--- config.mk ---
export PLATFORM = sky130hd
export DESIGN_NAME = bcd_stream_decoder
export DESIGN_NICKNAME = d
export VERILOG_FILES = /design/src/rtl/bcd_pkg.sv /design/src/rtl/bcd_mac10.sv /design/src/rtl/bcd_stream_decoder.sv
export SDC_FILE = /design/constraint.sdc
export NUM_CORES = 1
export LEC_CHECK = 0
export ABC_CLOCK_PERIOD_IN_PS = 7500
export CAP_MARGIN = 20
export CORE_AREA = 2 2 79 81
export CTS_BUF_LIST = sky130_fd_sc_hd__clkbuf_8
export CTS_CLUSTER_DIAMETER = 50
export CTS_CLUSTER_SIZE = 28
export DETAILED_ROUTE_END_ITERATION = 8
export DIE_AREA = 0 0 81 83
export PLACE_DENSITY_LB_ADDON = 0.25
export SETUP_SLACK_MARGIN = 0.4
export SLEW_MARGIN = 0
export SYNTH_ARGS = -nofsm -noshare
export SYNTH_HDL_FRONTEND = slang
export SYNTH_SLANG_ARGS = --single-unit
export TNS_END_PERCENT = 50
--- constraint.sdc ---
create_clock -name clk -period 7.5 [get_ports clk]
set_input_delay 1.5 -clock clk [delete_from_list [all_inputs] [get_ports clk]]
set_output_delay 1.5 -clock clk [all_outputs]
set_load 0.05 [all_outputs]
--- src/rtl/bcd_pkg.sv ---
// Shared definitions for the BCD digit path: digit code limits, the decoder
// state encoding and a digit validity helper.
package bcd_pkg;

  localparam logic [3:0] BCD_INVALID = 4'b1111;
  localparam logic [3:0] BCD_MAX     = 4'd9;

  typedef enum logic [1:0] {
    ST_IDLE,
    ST_ACCUM,
    ST_DONE
  } state_t;

  function automatic logic is_bcd(input logic [3:0] digit);
    return digit <= BCD_MAX;
  endfunction

endpackage

--- src/rtl/bcd_mac10.sv ---
// Combinational multiply-by-ten-and-add: acc*10 + digit as a shift-add,
// evaluated at BIN_W+4 bits and truncated to BIN_W.
module bcd_mac10 #(
  parameter int BIN_W = 14
) (
  input  logic [BIN_W-1:0] acc,
  input  logic [3:0]       digit,
  output logic [BIN_W-1:0] result
);

  logic [BIN_W+3:0] acc_ext;
  logic [BIN_W+3:0] digit_ext;

  always_comb begin
    acc_ext   = {4'b0000, acc};
    digit_ext = {{BIN_W{1'b0}}, digit};
    result    = BIN_W'((acc_ext << 3) + (acc_ext << 1) + digit_ext);
  end

endmodule

--- src/rtl/bcd_stream_decoder.sv ---
// Reassembles a serial MSD-first BCD digit stream into a binary value and
// presents it, with error and digit-count status, on a valid/ready output.
module bcd_stream_decoder
  import bcd_pkg::*;
#(
  parameter int NDIGITS = 4,
  parameter int BIN_W   = 14,
  parameter int CNT_W   = 3
) (
  input  logic             clk,
  input  logic             rst,
  input  logic             in_valid,
  output logic             in_ready,
  input  logic [3:0]       in_digit,
  input  logic             in_last,
  output logic             out_valid,
  input  logic             out_ready,
  output logic [BIN_W-1:0] out_bin,
  output logic             out_err,
  output logic [CNT_W-1:0] out_ndig
);

  state_t           state, state_nxt;
  logic [BIN_W-1:0] acc, acc_nxt, acc_mac;
  logic [CNT_W-1:0] cnt, cnt_nxt;
  logic             err, err_nxt;
  logic             digit_ok;
  logic             accept;

  assign digit_ok = is_bcd(in_digit);
  assign accept   = in_valid && in_ready;

  // Invalid digits contribute zero but still shift the accumulator.
  bcd_mac10 #(.BIN_W(BIN_W)) u_mac (
    .acc    (acc),
    .digit  (digit_ok ? in_digit : 4'd0),
    .result (acc_mac)
  );

  always_ff @(posedge clk or posedge rst) begin
    if (rst) begin
      state <= ST_IDLE;
      acc   <= '0;
      cnt   <= '0;
      err   <= 1'b0;
    end else begin
      state <= state_nxt;
      acc   <= acc_nxt;
      cnt   <= cnt_nxt;
      err   <= err_nxt;
    end
  end

  always_comb begin
    state_nxt = state;
    acc_nxt   = acc;
    cnt_nxt   = cnt;
    err_nxt   = err;
    case (state)
      ST_IDLE, ST_ACCUM: begin
        if (accept) begin
          if (cnt < CNT_W'(NDIGITS)) begin
            acc_nxt = acc_mac;
            cnt_nxt = cnt + CNT_W'(1);
            if (!digit_ok) err_nxt = 1'b1;
          end else begin
            // Excess digit: consumed and flagged, value and count held.
            err_nxt = 1'b1;
          end
          state_nxt = in_last ? ST_DONE : ST_ACCUM;
        end
      end
      ST_DONE: begin
        if (out_ready) begin
          state_nxt = ST_IDLE;
          acc_nxt   = '0;
          cnt_nxt   = '0;
          err_nxt   = 1'b0;
        end
      end
      default: state_nxt = ST_IDLE;
    endcase
  end

  assign in_ready  = !rst && (state != ST_DONE);
  assign out_valid = (state == ST_DONE);
  assign out_bin   = acc;
  assign out_err   = err;
  assign out_ndig  = cnt;

endmodule

==> results of run 1 <==
-- per-stage QoR --
| stage | util | instance area, sq um | std cells | worst slack [ns] | total power [mW] |
|---|---|---|---|---|---|
| floorplan | - | 1580 | 170 | 3.65 | 0.673 |
| global placement | 0.334 | 1940 | 267 | 3.05 | 0.851 |
| detailed placement | 0.334 | 1940 | 267 | 3.03 | 0.850 |
| CTS | 0.347 | 2020 | 271 | 3.03 | 0.965 |
| global route | 0.347 | 2020 | 271 | 2.97 | 1.05 |
| finish | 0.347 | 2020 | 271 | 3.04 | 0.952 |
-- worst paths after layout --
check / from / endpoint / slack (ns) / cells past startpoint
setup / recovery: rst / in_ready / 3.04 / 3
hold / removal: out_err / out_err / 0.51 / 2
setup reg to reg: out_bin[0] / out_bin[12] / 4.67 / 9
hold reg to reg: out_err / out_err / 0.51 / 2
max in group asynchronous: rst / out_bin[6] / 5.13 / 2
min in group asynchronous: rst / state[0] / 1.86 / 2
-- per-layer routing --
metal  GRT usage  routed length [um]
met5           0                   0
met4      0.0231                  27
met3      0.0293                 139
met2       0.210                1730
met1       0.163                1800
-- final cells by class --
class	instances	area, sq um
inverters	6	22.5
flip-flops and latches	20	500
clock buffers	3	41.3
clock inverters	1	30.0
fillers	635	3800
multi-input cells	138	1050
repair buffers	28	280
well taps	75	93.8
-- placed cells by master (no fill, tap or decap), types with 2 or more instances in the layout --
cell / count
o21ai_0: 13
a21oi_1: 10
clkdlybuf4s50_1: 28
fa_1: 2
nor2b_1: 5
xor2_1: 2
clkbuf_8: 3
o311a_1: 2
nor2_1: 7
and3_1: 2
nand2b_1: 2
a32o_1: 2
nand4b_1: 2
nand3_1: 13
and2_1: 2
nor3_1: 3
dfrtp_1: 20
inv_1: 6
o21ai_2: 2
or3_1: 2
ha_1: 23
nand2_1: 17
o31ai_1: 3
-- registers in the layout, summed over array words and instances, names as in the netlist --
name      cells
out_bin      14
out_ndig      3
state         2
out_err       1
-- where the power goes --
group / leakage, nW / total [mW] / internal (mW) / switching, mW
logic: 0.643 / 0.640 / 0.250 / 0.390
registers: 0.252 / 0.201 / 0.152 / 0.0488
clock network: 0.0357 / 0.112 / 0.0713 / 0.0405
total: 0.931 / 0.952 / 0.474 / 0.479
-- critical path: stages --
cell and delay (ns):
clkdlybuf4s50_1 0.52, nor2_1 0.14, clkdlybuf4s50_1 0.80
-- cell families after synthesis --
family | count (synthesis)
buffers and inverters | 12
xor gates and xnor gates | 4
DFF | 20
and+or+nand+nor | 61
adders and majority gates | 25
AOI/OAI and AO/OA | 47
muxes | 1
==> impl_results.html, run 1 <==
<table>
<tr><th>Metric</th><th>Value</th></tr>
<tr><th colspan="2">Drt</th></tr>
<tr><td>Number of violations reported at the end of detailed-routing iteration 0</td><td>47</td></tr>
<tr><td>Average detailed-routed wire length per instance</td><td>13.7 um</td></tr>
<tr><td>Number of design rule violations left after detail routing</td><td>0</td></tr>
<tr><td>Routed via count</td><td>1310</td></tr>
<tr><td>Post-DR vias/cell</td><td>4.83</td></tr>
<tr><td>Total Wirelength</td><td>3.70 mm</td></tr>
<tr><td>Total iterations of the first detailed-routing run</td><td>4</td></tr>
<tr><td>Residual antenna-violating net count after detailed routing</td><td>0</td></tr>
<tr><th colspan="2">Layout</th></tr>
<tr><td>Final-stage net count</td><td>231</td></tr>
<tr><td>Antenna Diode Count</td><td>0</td></tr>
<tr><td>Area grow syn2layout</td><td>27.3%</td></tr>
<tr><td>Layout cells sized above 1</td><td>0.0561</td></tr>
<tr><th colspan="2">Setup path</th></tr>
<tr><td>Kind of start point of the critical path</td><td>input port</td></tr>
<tr><td>Worst setup EP type</td><td>output port</td></tr>
<tr><td>Data arrival at the endpoint of the critical path</td><td>2.96 ns</td></tr>
<tr><td>Req. time, crit path</td><td>6.00 ns</td></tr>
<tr><td>Maximum fanout encountered on the critical timing path</td><td>5</td></tr>
<tr><td>Type of the worst setup path</td><td>input port to output port</td></tr>
<tr><th colspan="2">Job</th></tr>
<tr><td>Number of maximum-capacitance constraint violations</td><td>0</td></tr>
<tr><th colspan="2">Clock network</th></tr>
<tr><td>Clock Sinks</td><td>20</td></tr>
<tr><td>Number of buffers added by the clock tree synthesis step</td><td>3</td></tr>
<tr><td>Root cell of the clock tree</td><td>clkbuf_8</td></tr>
<tr><td>Post-cts sizing count</td><td>0</td></tr>
<tr><td>Setup repair bufs after CTS</td><td>0</td></tr>
<tr><td>H-tree level count</td><td>1</td></tr>
<tr><td>Clock network latency to the later pin of the worst-skew pair</td><td>0.27 ns</td></tr>
<tr><td>Post-CTS Hold Fix Bufs</td><td>0</td></tr>
<tr><td>Clock tree buffer depth</td><td>2</td></tr>
<tr><td>Clock transition at the registers of the reported paths</td><td>0.08 ns</td></tr>
<tr><td>CTS tree</td><td>done</td></tr>
<tr><th colspan="2">Synthesis</th></tr>
<tr><td>Ranking of synthesized cells by area</td><td>dfrtp_1, ha_1, nand3_1</td></tr>
<tr><td>Syn_nets</td><td>204</td></tr>
<tr><td>Fraction of the mapped netlist area in simple logic gates</td><td>0.205</td></tr>
<tr><td>Post-synthesis register bit count</td><td>20</td></tr>
<tr><td>Number of synthesis warnings</td><td>0</td></tr>
<tr><td>Cell with the most instances after synthesis</td><td>ha_1</td></tr>
<tr><td>Share of synthesized area spent on multiplexers</td><td>0.00632</td></tr>
<tr><td>Post-synthesis sequential area ratio</td><td>0.316</td></tr>
<tr><td>Avg Synthesized Cell Area</td><td>9.32 sq um</td></tr>
<tr><td>Xor/xnor cell area share of the yosys netlist</td><td>0.0308</td></tr>
<tr><td>Number of instances in the synthesized netlist</td><td>170</td></tr>
<tr><td>Portion of synthesized cell area occupied by the leading cell type</td><td>0.316</td></tr>
<tr><td>Proportion of register bits with asynchronous set or reset after synthesis</td><td>1.00</td></tr>
<tr><td>Fraction of the mapped netlist area in adder cells</td><td>0.207</td></tr>
<tr><td>Cell taking the most area after synthesis</td><td>dfrtp_1</td></tr>
<tr><td>Most instantiated flip-flop cell in the synthesis netlist</td><td>dfrtp_1</td></tr>
<tr><td>Dominant combinational cell family by area after synthesis</td><td>adder cells</td></tr>
<tr><td>Number of enable-type register cells in the synthesized netlist</td><td>0</td></tr>
<tr><td>Top cells by instance count after synthesis</td><td>ha_1, dfrtp_1, nand2_1, nand3_1, o21ai_0</td></tr>
<tr><td>Library cells used by synthesis</td><td>46</td></tr>
<tr><td>Syn Std Cell Area</td><td>1580 sq um</td></tr>
<tr><td>Synth Area in Compound Gates</td><td>0.206</td></tr>
<tr><th colspan="2">Floorplan</th></tr>
<tr><td>Number of rows in the core area</td><td>28</td></tr>
<tr><td>Core area</td><td>5820 sq um</td></tr>
<tr><td>Starting density of the core</td><td>0.272</td></tr>
<tr><td>I/O pin total</td><td>29</td></tr>
<tr><td>Vert. Die Dim</td><td>83 um</td></tr>
<tr><td>Floorplan die width</td><td>81 um</td></tr>
<tr><td>DIE AREA</td><td>6720 sq um</td></tr>
<tr><th colspan="2">Global route</th></tr>
<tr><td>Maximum number of pins on one net before global-route repair</td><td>21</td></tr>
<tr><td>Vias in the first global route</td><td>1366</td></tr>
<tr><td>Antenna violations before repair</td><td>0</td></tr>
<tr><td>Wire length of the first global-routing pass</td><td>6.67 mm</td></tr>
<tr><td>Overflow after GRT</td><td>0</td></tr>
<tr><td>Total track usage</td><td>0.125</td></tr>
<tr><th colspan="2">Timing</th></tr>
<tr><td>RSZ-0062 raised after global routing</td><td>no</td></tr>
<tr><td>Final TNS setup</td><td>0 ns</td></tr>
<tr><td>Max Freq</td><td>0.224 GHz</td></tr>
<tr><td>Final Max Slew Viols</td><td>0</td></tr>
<tr><td>Final Hold Vio Count</td><td>0</td></tr>
<tr><td>Number of endpoints failing setup at the final stage</td><td>0</td></tr>
<tr><td>Final critical delay including setup and external delays</td><td>4.46 ns</td></tr>
<tr><td>Slew of the pin with the lowest slew margin</td><td>0.892 ns</td></tr>
<tr><td>Tcrit/Tclk final</td><td>0.595</td></tr>
<tr><td>Final worst hold slack</td><td>0.512 ns</td></tr>
<tr><td>Final setup skew</td><td>0.00303 ns</td></tr>
<tr><td>Remaining max-slew budget at the tightest pin</td><td>0.403</td></tr>
<tr><th colspan="2">Placement</th></tr>
<tr><td>Half-perimeter wire length of the detailed placement result</td><td>2.85 mm</td></tr>
<tr><td>Placer Congestion</td><td>0.785</td></tr>
<tr><td>Number of input and output port buffers inserted</td><td>28</td></tr>
<tr><th colspan="2">Min path</th></tr>
<tr><td>Worst hold path type</td><td>flop to flop</td></tr>
<tr><th colspan="2">Run status</th></tr>
<tr><td>Run status</td><td>finished, final reports clean</td></tr>
<tr><th colspan="2">Pwr</th></tr>
<tr><td>Worst voltage drop across the vdd grid</td><td>0.185 mV</td></tr>
<tr><td>Leakage power</td><td>0.931 nW</td></tr>
<tr><td>Pwr/cell area</td><td>473 nW/um^2</td></tr>
</table>
(Power assumes the default switching activity.)
==> run 2: changes to the inputs <==
--- a/config.mk
+++ b/config.mk
@@ -5,7 +5,7 @@
 export SDC_FILE = /design/constraint.sdc
 export NUM_CORES = 1
 export LEC_CHECK = 0
-export ABC_CLOCK_PERIOD_IN_PS = 7500
+export ABC_CLOCK_PERIOD_IN_PS = 3900
 export CAP_MARGIN = 20
 export CORE_AREA = 2 2 79 81
 export CTS_BUF_LIST = sky130_fd_sc_hd__clkbuf_8
==> constraint.sdc (replaced) <==
create_clock -name clk -period 3.9 [get_ports clk]
set_input_delay 0.78 -clock clk [delete_from_list [all_inputs] [get_ports clk]]
set_output_delay 0.78 -clock clk [all_outputs]
set_load 0.05 [all_outputs]
==> run 2 against run 1 <==
  * Routed wire length rose by 4.4%
  * Highest routed layer unchanged
  * First-iteration DRC count rose by 28%
  * Critical endpoint is now out_bin[12]
  * Combinational power rose by 95%
==> impl_results.html, run 2 (synthesis results as in run 1) <==
<table>
<tr><th>Metric</th><th>Value</th></tr>
<tr><th colspan="2">Drt</th></tr>
<tr><td>Post-DR vias/cell</td><td>4.82</td></tr>
<tr><td>Total iterations of the first detailed-routing run</td><td>4</td></tr>
<tr><td>Residual antenna-violating net count after detailed routing</td><td>0</td></tr>
<tr><td>Number of design rule violations left after detail routing</td><td>0</td></tr>
<tr><td>Routed via count</td><td>1316</td></tr>
<tr><td>Total Wirelength</td><td>3.86 mm</td></tr>
<tr><td>Average detailed-routed wire length per instance</td><td>14.1 um</td></tr>
<tr><td>Number of violations reported at the end of detailed-routing iteration 0</td><td>60</td></tr>
<tr><th colspan="2">Global route</th></tr>
<tr><td>Wire length of the first global-routing pass</td><td>6.70 mm</td></tr>
<tr><td>Antenna violations before repair</td><td>0</td></tr>
<tr><td>Overflow after GRT</td><td>0</td></tr>
<tr><td>Total track usage</td><td>0.127</td></tr>
<tr><td>Vias in the first global route</td><td>1327</td></tr>
<tr><td>Maximum number of pins on one net before global-route repair</td><td>21</td></tr>
<tr><th colspan="2">Timing</th></tr>
<tr><td>RSZ-0062 raised after global routing</td><td>no</td></tr>
<tr><td>Final worst-path setup slack</td><td>0.586 ns</td></tr>
<tr><td>Number of endpoints failing setup at the final stage</td><td>0</td></tr>
<tr><td>Final setup skew</td><td>0.00168 ns</td></tr>
<tr><td>Final TNS setup</td><td>0 ns</td></tr>
<tr><td>Slew of the pin with the lowest slew margin</td><td>0.817 ns</td></tr>
<tr><td>Final critical delay including setup and external delays</td><td>3.31 ns</td></tr>
<tr><td>Remaining max-slew budget at the tightest pin</td><td>0.455</td></tr>
<tr><td>Max Freq</td><td>0.302 GHz</td></tr>
<tr><td>Final Hold Vio Count</td><td>0</td></tr>
<tr><td>Tcrit/Tclk final</td><td>0.850</td></tr>
<tr><td>Final Max Slew Viols</td><td>0</td></tr>
<tr><td>Final worst hold slack</td><td>0.515 ns</td></tr>
<tr><th colspan="2">Clock network</th></tr>
<tr><td>Clock tree buffer depth</td><td>2</td></tr>
<tr><td>Root cell of the clock tree</td><td>clkbuf_8</td></tr>
<tr><td>Clock Sinks</td><td>20</td></tr>
<tr><td>Clock network latency to the later pin of the worst-skew pair</td><td>0.26 ns</td></tr>
<tr><td>H-tree level count</td><td>1</td></tr>
<tr><td>Clock transition at the registers of the reported paths</td><td>0.08 ns</td></tr>
<tr><td>Number of buffers added by the clock tree synthesis step</td><td>3</td></tr>
<tr><td>CTS tree</td><td>done</td></tr>
<tr><td>Post-CTS Hold Fix Bufs</td><td>0</td></tr>
<tr><th colspan="2">Setup path</th></tr>
<tr><td>Chain of cells forming the critical path</td><td>clkdlybuf4s50_1 -&gt; nor2_1 -&gt; nand2_1 -&gt; fa_1 -&gt; inv_1 -&gt; fa_2 -&gt; a21oi_2 -&gt; o21ai_2 -&gt; o311a_1 -&gt; or3_1 -&gt; a32o_1</td></tr>
<tr><td>Kind of start point of the critical path</td><td>input port</td></tr>
<tr><td>Req. time, crit path</td><td>4.06 ns</td></tr>
<tr><td>Type of the worst setup path</td><td>input port to flop</td></tr>
<tr><td>Delay of the slowest critical-path stage</td><td>0.47 ns</td></tr>
<tr><td>Worst setup EP type</td><td>flop</td></tr>
<tr><td>Maximum fanout encountered on the critical timing path</td><td>4</td></tr>
<tr><td>Slowest library cell on the worst path</td><td>fa_1</td></tr>
<tr><td>Data arrival at the endpoint of the critical path</td><td>3.47 ns</td></tr>
<tr><th colspan="2">Floorplan</th></tr>
<tr><td>Number of rows in the core area</td><td>28</td></tr>
<tr><td>I/O pin total</td><td>29</td></tr>
<tr><td>Starting density of the core</td><td>0.272</td></tr>
<tr><td>DIE AREA</td><td>6720 sq um</td></tr>
<tr><td>Floorplan die width</td><td>81 um</td></tr>
<tr><td>Vert. Die Dim</td><td>83 um</td></tr>
<tr><td>Core area</td><td>5820 sq um</td></tr>
<tr><th colspan="2">Layout</th></tr>
<tr><td>Layout cells sized above 1</td><td>0.0707</td></tr>
<tr><td>Number of cells in the finished layout apart from fillers</td><td>273</td></tr>
<tr><td>Antenna Diode Count</td><td>0</td></tr>
<tr><td>Area grow syn2layout</td><td>27.8%</td></tr>
<tr><td>Flip-flop count of the largest register after layout</td><td>14</td></tr>
<tr><td>Post-route design area</td><td>2020 sq um</td></tr>
<tr><td>Most common cell after layout, fill and taps aside</td><td>clkdlybuf4s50_1</td></tr>
<tr><td>Final-stage net count</td><td>233</td></tr>
<tr><td>Most frequent cells in the layout</td><td>clkdlybuf4s50_1, ha_1, dfrtp_1, nand2_1</td></tr>
<tr><td>Filler instances</td><td>622</td></tr>
<tr><th colspan="2">Pwr</th></tr>
<tr><td>Switching share of power</td><td>0.505</td></tr>
<tr><td>Part of the power in combinational logic</td><td>0.677</td></tr>
<tr><td>Seq pwr share</td><td>0.207</td></tr>
<tr><td>Cell-internal power</td><td>916 uW</td></tr>
<tr><td>Worst voltage drop across the vdd grid</td><td>0.385 mV</td></tr>
<tr><td>Clock network fraction of total power</td><td>0.116</td></tr>
<tr><td>Net load switching power</td><td>933 uW</td></tr>
<tr><td>Leakage power</td><td>0.934 nW</td></tr>
<tr><td>Pwr/cell area</td><td>914 nW/um^2</td></tr>
<tr><th colspan="2">Placement</th></tr>
<tr><td>Area post-placement</td><td>1940 sq um</td></tr>
<tr><td>Number of input and output port buffers inserted</td><td>28</td></tr>
<tr><td>Placement Setup Slack</td><td>0.218 ns</td></tr>
<tr><td>Placer Congestion</td><td>0.769</td></tr>
<tr><td>Half-perimeter wire length of the detailed placement result</td><td>2.91 mm</td></tr>
<tr><td>Placed instance count</td><td>268</td></tr>
<tr><th colspan="2">Job</th></tr>
<tr><td>Number of maximum-capacitance constraint violations</td><td>0</td></tr>
<tr><th colspan="2">Run status</th></tr>
<tr><td>Run status</td><td>finished, final reports clean</td></tr>
<tr><th colspan="2">Min path</th></tr>
<tr><td>Worst hold path type</td><td>flop to flop</td></tr>
</table>
## run 2: cell types whose count changed in the layout (fill, tap and decap cells not counted)
cell and change:
buf_4 +2, fa_1 -1, fa_2 +1, nor4b_2 +1
nor4b_4 -1
## run 2: critical path: cells and delay by family
family | cells | cell delay [ns]
AOI/OAI and AO/OA | 4 | 0.82
adders and majority gates | 2 | 0.88
buffers and inverters | 2 | 0.49
and+or+nand+nor | 3 | 0.49
## run 2: timing repair
item / CTS / global route
setup endpoints to repair: 0 / 1
buffers inserted: 0 / 1
gates resized for setup: 0 / 1
## run 2: power by group through the flow
stage	registers, mW	clock network, mW	logic (mW)
after floorplan	0.653	0	0.642
after global placement	0.394	0	1.25
final	0.384	0.214	1.25
after detailed placement	0.393	0	1.25
after global routing	0.405	0.232	1.39
after CTS	0.389	0.221	1.25
## run 2: layout make-up
class                           count  area, sq um  share of cell area
Clock buffer                        3         41.3              0.0204
Clock inverter                      1         30.0              0.0148
Inverter                            6         22.5              0.0111
Multi-Input combinational cell    138         1040               0.514
Sequential cell                    20          500               0.247
Tap cell                           75         93.8              0.0464
Timing Repair Buffer               30          295               0.146
## run 2: path summary, 6_finish.rpt
kind | start | end | slack, ns | cells after the start
max | in_digit[1] | out_bin[12] | 0.59 | 11
min | out_err | out_err | 0.51 | 2
max reg2reg | out_bin[0] | out_bin[12] | 1.17 | 9
min reg2reg | out_err | out_err | 0.51 | 2
max in group asynchronous | rst | out_bin[5] | 2.28 | 2
min in group asynchronous | rst | state[0] | 1.11 | 2
## run 2: per-layer routing
layer  global-route usage  routed length, um  vias up
met2                0.199               1750       21
li1                     -                  -      683
met5                    0                  0        -
met1                0.180               1960      610
met4               0.0139                 19        0
met3               0.0315                129        2
## run 2: through the flow
stage	util	power, mW
floorplan	-	1.29
global placement	0.334	1.64
detailed placement	0.334	1.64
CTS	0.346	1.86
global route	0.348	2.02
finish	0.348	1.85
